--- config.mk ---
export PLATFORM = sky130hd
export DESIGN_NAME = memory_hub
export DESIGN_NICKNAME = d
export VERILOG_FILES = /design/src/rtl/memory_hub.sv
export SDC_FILE = /design/constraint.sdc
export NUM_CORES = 1
export LEC_CHECK = 0
export ABC_AREA = 1
export BUFFER_PORTS_ARGS = -buffer_cell sky130_fd_sc_hd__buf_2
export CORE_MARGIN = 4
export CORE_UTILIZATION = 57
export CTS_CLUSTER_DIAMETER = 150
export DETAILED_ROUTE_END_ITERATION = 8
export PLACE_DENSITY = 0.86
export SYNTH_ARGS = -nofsm -noshare
export SYNTH_HDL_FRONTEND = slang
export SYNTH_SLANG_ARGS = --single-unit
--- constraint.sdc ---
create_clock -name i_clk -period 3.1 [get_ports i_clk]
set_clock_uncertainty 0.2 [all_clocks]
set_input_delay 0.155 -clock i_clk [delete_from_list [all_inputs] [get_ports i_clk]]
set_output_delay 0.155 -clock i_clk [all_outputs]
set_load 0.01 [all_outputs]
--- src/rtl/memory_hub.sv ---
// memory_hub: bridges a BUS_BYTES-wide request bus onto NUM_TGT byte-serial memory targets; MEMORY_HUB_TIMEOUT_EN adds a per-byte timeout.
// Latency: 2 cycles per byte plus target latency, then a 1-cycle RESP pulse (i_bhw=0 or bad i_bhw answers 2 cycles after accept).
// Backpressure: none; requests are taken only in IDLE, i_bus_DV while busy is dropped, targets pace bytes via i_tgt_done.
module memory_hub #(
    parameter int BUS_BYTES   = 4,
    parameter int NUM_TGT     = 2,
    parameter int ADDR_W      = 32,
    parameter int TIMEOUT_CYC = 1023
) (
    input  logic                         i_clk,
    input  logic                         i_rst_n,
    input  logic [8*BUS_BYTES-1:0]       i_bus_data,
    input  logic [ADDR_W-1:0]            i_bus_address,
    input  logic                         i_bus_DV,
    input  logic [$clog2(BUS_BYTES):0]   i_bhw,
    input  logic                         i_write_notread,
    output logic [8*BUS_BYTES-1:0]       o_bus_data,
    output logic                         o_bus_DV,
    output logic                         o_bus_err,
    output logic                         o_busy,
    output logic [NUM_TGT-1:0]           o_tgt_request,
    output logic                         o_tgt_write,
    output logic [ADDR_W-1:0]            o_tgt_address,
    output logic [7:0]                   o_tgt_data,
    input  logic [NUM_TGT-1:0]           i_tgt_sel,
    input  logic [8*NUM_TGT-1:0]         i_tgt_data,
    input  logic [NUM_TGT-1:0]           i_tgt_done
);

    localparam int CW = $clog2(BUS_BYTES) + 1;
    localparam int DW = 8 * BUS_BYTES;

    typedef enum logic [1:0] {IDLE, ISSUE, WAIT, RESP} state_t;

    state_t              state, state_nx;
    logic [DW-1:0]       wdata_q, rdata_q;
    logic [ADDR_W-1:0]   addr_q;
    logic [CW-1:0]       bhw_q, cnt_q, cnt_inc;
    logic                wr_q, err_q, err_nx;
    logic [NUM_TGT-1:0]  sel_q, req;
    logic                accept, take_byte, sel_onehot, done_sel, timed_out;
    logic [7:0]          rd_byte, wr_byte;

    assign accept     = (state == IDLE) && i_bus_DV;
    assign cnt_inc    = cnt_q + CW'(1);
    assign sel_onehot = (i_tgt_sel != '0) && ((i_tgt_sel & (i_tgt_sel - NUM_TGT'(1))) == '0);
    assign done_sel   = |(i_tgt_done & sel_q);

    always_comb begin
        rd_byte = '0;
        for (int t = 0; t < NUM_TGT; t++) begin
            if (sel_q[t]) rd_byte = rd_byte | i_tgt_data[8*t +: 8];
        end
    end

    always_comb begin
        wr_byte = '0;
        for (int k = 0; k < BUS_BYTES; k++) begin
            if (cnt_q == CW'(k)) wr_byte = wdata_q[8*k +: 8];
        end
    end

`ifdef MEMORY_HUB_TIMEOUT_EN
    localparam int TW = $clog2(TIMEOUT_CYC + 1);
    logic [TW-1:0] tmo_q;

    // Cleared while issuing so every byte gets a fresh TIMEOUT_CYC budget in WAIT.
    always_ff @(posedge i_clk or negedge i_rst_n) begin
        if (!i_rst_n) begin
            tmo_q <= '0;
        end else if (state == ISSUE) begin
            tmo_q <= '0;
        end else if (state == WAIT) begin
            tmo_q <= tmo_q + TW'(1);
        end
    end

    assign timed_out = (tmo_q == TW'(TIMEOUT_CYC - 1));
`else
    assign timed_out = (TIMEOUT_CYC < 0);
`endif

    // Size checks live in ISSUE so that degenerate requests still take one pass through the FSM.
    always_comb begin
        state_nx  = state;
        err_nx    = err_q;
        req       = '0;
        take_byte = 1'b0;
        case (state)
            IDLE: begin
                if (i_bus_DV) begin
                    state_nx = ISSUE;
                    err_nx   = 1'b0;
                end
            end
            ISSUE: begin
                if (bhw_q == '0) begin
                    state_nx = RESP;
                end else if (bhw_q > CW'(BUS_BYTES)) begin
                    state_nx = RESP;
                    err_nx   = 1'b1;
                end else if (sel_onehot) begin
                    req      = i_tgt_sel;
                    state_nx = WAIT;
                end else begin
                    state_nx = RESP;
                    err_nx   = 1'b1;
                end
            end
            WAIT: begin
                if (done_sel) begin
                    take_byte = 1'b1;
                    state_nx  = (cnt_inc == bhw_q) ? RESP : ISSUE;
                end else if (timed_out) begin
                    state_nx = RESP;
                    err_nx   = 1'b1;
                end
            end
            RESP: begin
                state_nx = IDLE;
            end
            default: begin
                state_nx = IDLE;
            end
        endcase
    end

    always_ff @(posedge i_clk or negedge i_rst_n) begin
        if (!i_rst_n) begin
            state   <= IDLE;
            err_q   <= 1'b0;
            wdata_q <= '0;
            rdata_q <= '0;
            addr_q  <= '0;
            bhw_q   <= '0;
            cnt_q   <= '0;
            wr_q    <= 1'b0;
            sel_q   <= '0;
        end else begin
            state <= state_nx;
            err_q <= err_nx;
            if (accept) begin
                wdata_q <= i_bus_data;
                rdata_q <= i_write_notread ? i_bus_data : '0;
                addr_q  <= i_bus_address;
                bhw_q   <= i_bhw;
                wr_q    <= i_write_notread;
                cnt_q   <= '0;
                sel_q   <= '0;
            end
            if (req != '0) begin
                sel_q <= i_tgt_sel;
            end
            if (take_byte) begin
                cnt_q  <= cnt_inc;
                addr_q <= addr_q + ADDR_W'(1);
                if (!wr_q) begin
                    for (int k = 0; k < BUS_BYTES; k++) begin
                        if (cnt_q == CW'(k)) rdata_q[8*k +: 8] <= rd_byte;
                    end
                end
            end
        end
    end

    assign o_bus_data    = rdata_q;
    assign o_bus_DV      = (state == RESP);
    assign o_bus_err     = (state == RESP) && err_q;
    assign o_busy        = (state != IDLE);
    assign o_tgt_request = req;
    assign o_tgt_write   = wr_q;
    assign o_tgt_address = addr_q;
    assign o_tgt_data    = wr_byte;

endmodule
==> run summary <==
* result of the run: complete, no violations
* summed instance area of the synthesized netlist: 6170 µm²
* number of buffer cells added on primary ports: 168
* worst hold path class: in2reg
* count of cell instances traversed by the critical path: 9
* Power Density: 877.4 nW/µm²
* initial antenna violation count: 0
* DR vias: 6919
* count of mapped cells out of synthesis: 891
* half-perimeter wire length after placement: 13460 µm
* overall die area: 12550 µm²
* clock tree root driver cell: clkbuf_8
* total global-route track usage: 32.25%
* WL/cell: 16.03 µm
* share of flip-flops with an asynchronous set or reset after synthesis: 100.0%
* Final Hold Vio Count: 0
* power after layout: 7.013 mW
* main flop type after synthesis: dfrtp_1
* clock tree from TritonCTS: built
* crit path time final: 2.847 ns
* Min Hold Slack: 0.03435 ns
* commonest cells after routing, fill and taps aside: 382 x nand2_1, 167 x buf_2, 108 x dfrtp_1
* Chip Height: 112.0 µm
* highest clock rate: 0.3512 GHz
* most common cell after layout, fill and taps aside: nand2_1
* Leak Pwr: 4.134 nW
* Clk pin slew, worst setup/hold paths: 0.10 ns
* length of the first detailed-routing pass in iterations: 5
* number of warnings issued by yosys: 0
* count of antenna-violating nets left after detailed routing: 0
* type of destination of the critical path: output pin
* ratio of routed vias to standard cells: 5.504
* total length of routed wires: 20150 µm
* fraction of the yosys area taken by sequential cells: 43.80%
* DP Area: 7081 µm²
* maximum fanout along the worst path: 10
* area of the core: 10420 µm²
* setup repair after global routing missed its margin: false
* max-capacitance violation count: 0
* cell mode on critical path: nand2_1
* number of nets at the end of the flow: 1215
* area fraction of the dominant cell type after synthesis: 43.80%
* Antenna diodes: 0
* endpoints failing setup: 0
* largest cells by area after synthesis: dfrtp_1 44%, nand2_1 23%, o21ai_0 5.7%, nor2_1 5.0%, nand3_1 4.5%
* DRC errors left: 0
* clk sink count: 108
* cell with the largest stage delay on the worst path: nor2_2
* number of primary I/O pins: 169
* category of cells accounting for the largest share of critical-path delay: simple AND/OR/NAND/NOR gates
* Placed Cells incl. Taps: 1169
* nets in the synthesized netlist: 990
* chip width: 112.0 µm
* clock latency of the later-clocked register in the worst-skew pair: 0.38 ns
* post-synth cell types: 31
* fin area: 7993 µm²
* H-Tree Depth: 3
* Initial Utilization: 59.23%
* data arrival time at the worst-slack endpoint: 2.49 ns
* Crit Path Class: reg2out
* number of buffers on the longest clock path: 2
* worst vdd ir: 0.0006887 V
* non-filler cells in the finished layout: 1257
* number of DRC markers after the initial detailed-route iteration: 706
* setup_tns: 0 ns
* worst endpoint required time: 2.74 ns
* CTS Buf Count: 9
* grt total ovfl: 0
* number of enable-type register cells in the synthesized netlist: 0
* layout cells sized above 1: 18.38%
* final weighted congestion in routability-driven placement: 0.9928
* Critical Path, Cell by Cell: inv_1 > ha_1 > nand2_1 > nor2_2 > nand2_1 > nand3_1 > o211ai_1 > o21ai_0 > buf_2
* layout-stage area growth over the synthesis result: 29.55%
* number of global-route vias before repair: 6650
* Max stage delay on crit path: 0.48 ns
* worst-case headroom to the max-slew limit: 37.04%
* cell type contributing the most total cell area after synthesis: dfrtp_1
* FP Rows: 37
* smallest setup slack after layout: 0.2527 ns
* first-pass GRT wire length: 32790 µm
* number of buffers and inverters on the critical path: 2
* hold depth: 5
* largest net degree at the start of global routing: 65
* synthesis-stage register bit count: 108
* launching element type of the critical path: flip-flop
* number of pins with negative max-slew slack in the final report: 0
* Least-Margin Pin Slew: 0.9421 ns
* DP Worst Slack: 0.5957 ns
* portion of the clock cycle consumed by the worst path in the final layout: 91.85%
* Post-Synthesis Mean Instance Area: 6.924 µm²
* Worst R2R Path Depth: 8
* utilization after layout: 76.73%
synth_stat cells (8+ instances only):
master    instances
o21ai_0          70
nand3_1          56
a22o_1            8
o21ai_1          30
clkbuf_1         14
nand2_1         383
buf_2            13
inv_1            62
nor2_1           83
dfrtp_1         108
ha_1              8
o211ai_1         12
worst reg2reg max path: stages, from the launching register on:
cell and delay [ns]:
dfrtp_1 0.54, inv_2 0.06, o21ai_2 0.13, nand2_2 0.27, or2_1 0.31, buf_4 0.27
nor2_4 0.27, nand2_1 0.10, nand2_1 0.07
flip-flops by register name (all words and copies together), names as in the netlist:
signal,flops
state,2
o_bus_data,32
bhw_q,3
o_tgt_address,32
wdata_q,32
o_tgt_write,1
err_q,1
cnt_q,3
sel_q,2
layer usage:
layer | wire, µm | track usage, % | vias up
met5 | 0 | 0 | -
met4 | 808 | 14.66 | 0
met3 | 1764 | 4.906 | 78
met2 | 9437 | 52.44 | 404
met1 | 8139 | 42.96 | 3153
li1 | - | - | 3284
where the power goes:
| part | leakage, nW | total [mW] | switching, mW | internal, mW |
|---|---|---|---|---|
| Clock | 0.100 | 0.862 | 0.531 | 0.331 |
| Combinational | 2.67 | 3.45 | 2.16 | 1.28 |
| Sequential | 1.37 | 2.70 | 0.638 | 2.07 |
| Total | 4.13 | 7.01 | 3.33 | 3.68 |
layout make-up:
class,instances,area [µm²]
Tap cell,136,170.2
Fill cell,788,2424
Inverter,64,240.2
Clock buffer,10,137.6
Sequential cell,108,2703
Clock inverter,6,51.30
Multi-Input combinational cell,685,3054
Timing Repair Buffer,248,1637
worst paths after layout:
kind | startpoint | end | slack, ns
worst max-delay path | cnt_q[0] | o_tgt_data[4] | 0.25
worst min-delay path | i_tgt_done[1] | state[1] | 0.03
worst max register to register | sel_q[1] | o_bus_data[18] | 0.83
worst min register to register | wdata_q[12] | wdata_q[12] | 0.30
max in group asynchronous | i_rst_n | o_tgt_write | 1.77
min in group asynchronous | i_rst_n | wdata_q[27] | 0.10
timing repair:
item	4_1_cts	5_1_grt
setup buffers	0	0
gates resized for setup	0	1
setup endpoints to repair	0	4
endpoints found under the hold margin	132	0
hold buffers	72	0
cells by family after synthesis:
family	after synthesis	share of synthesized area, %
xor+xnor	7	0.9937
buf+inv	98	6.773
fa+ha+maj	8	1.622
simple gates	540	35.04
flops	108	43.80
compound gates	130	11.76
Power figures use the tool's default switching activity.
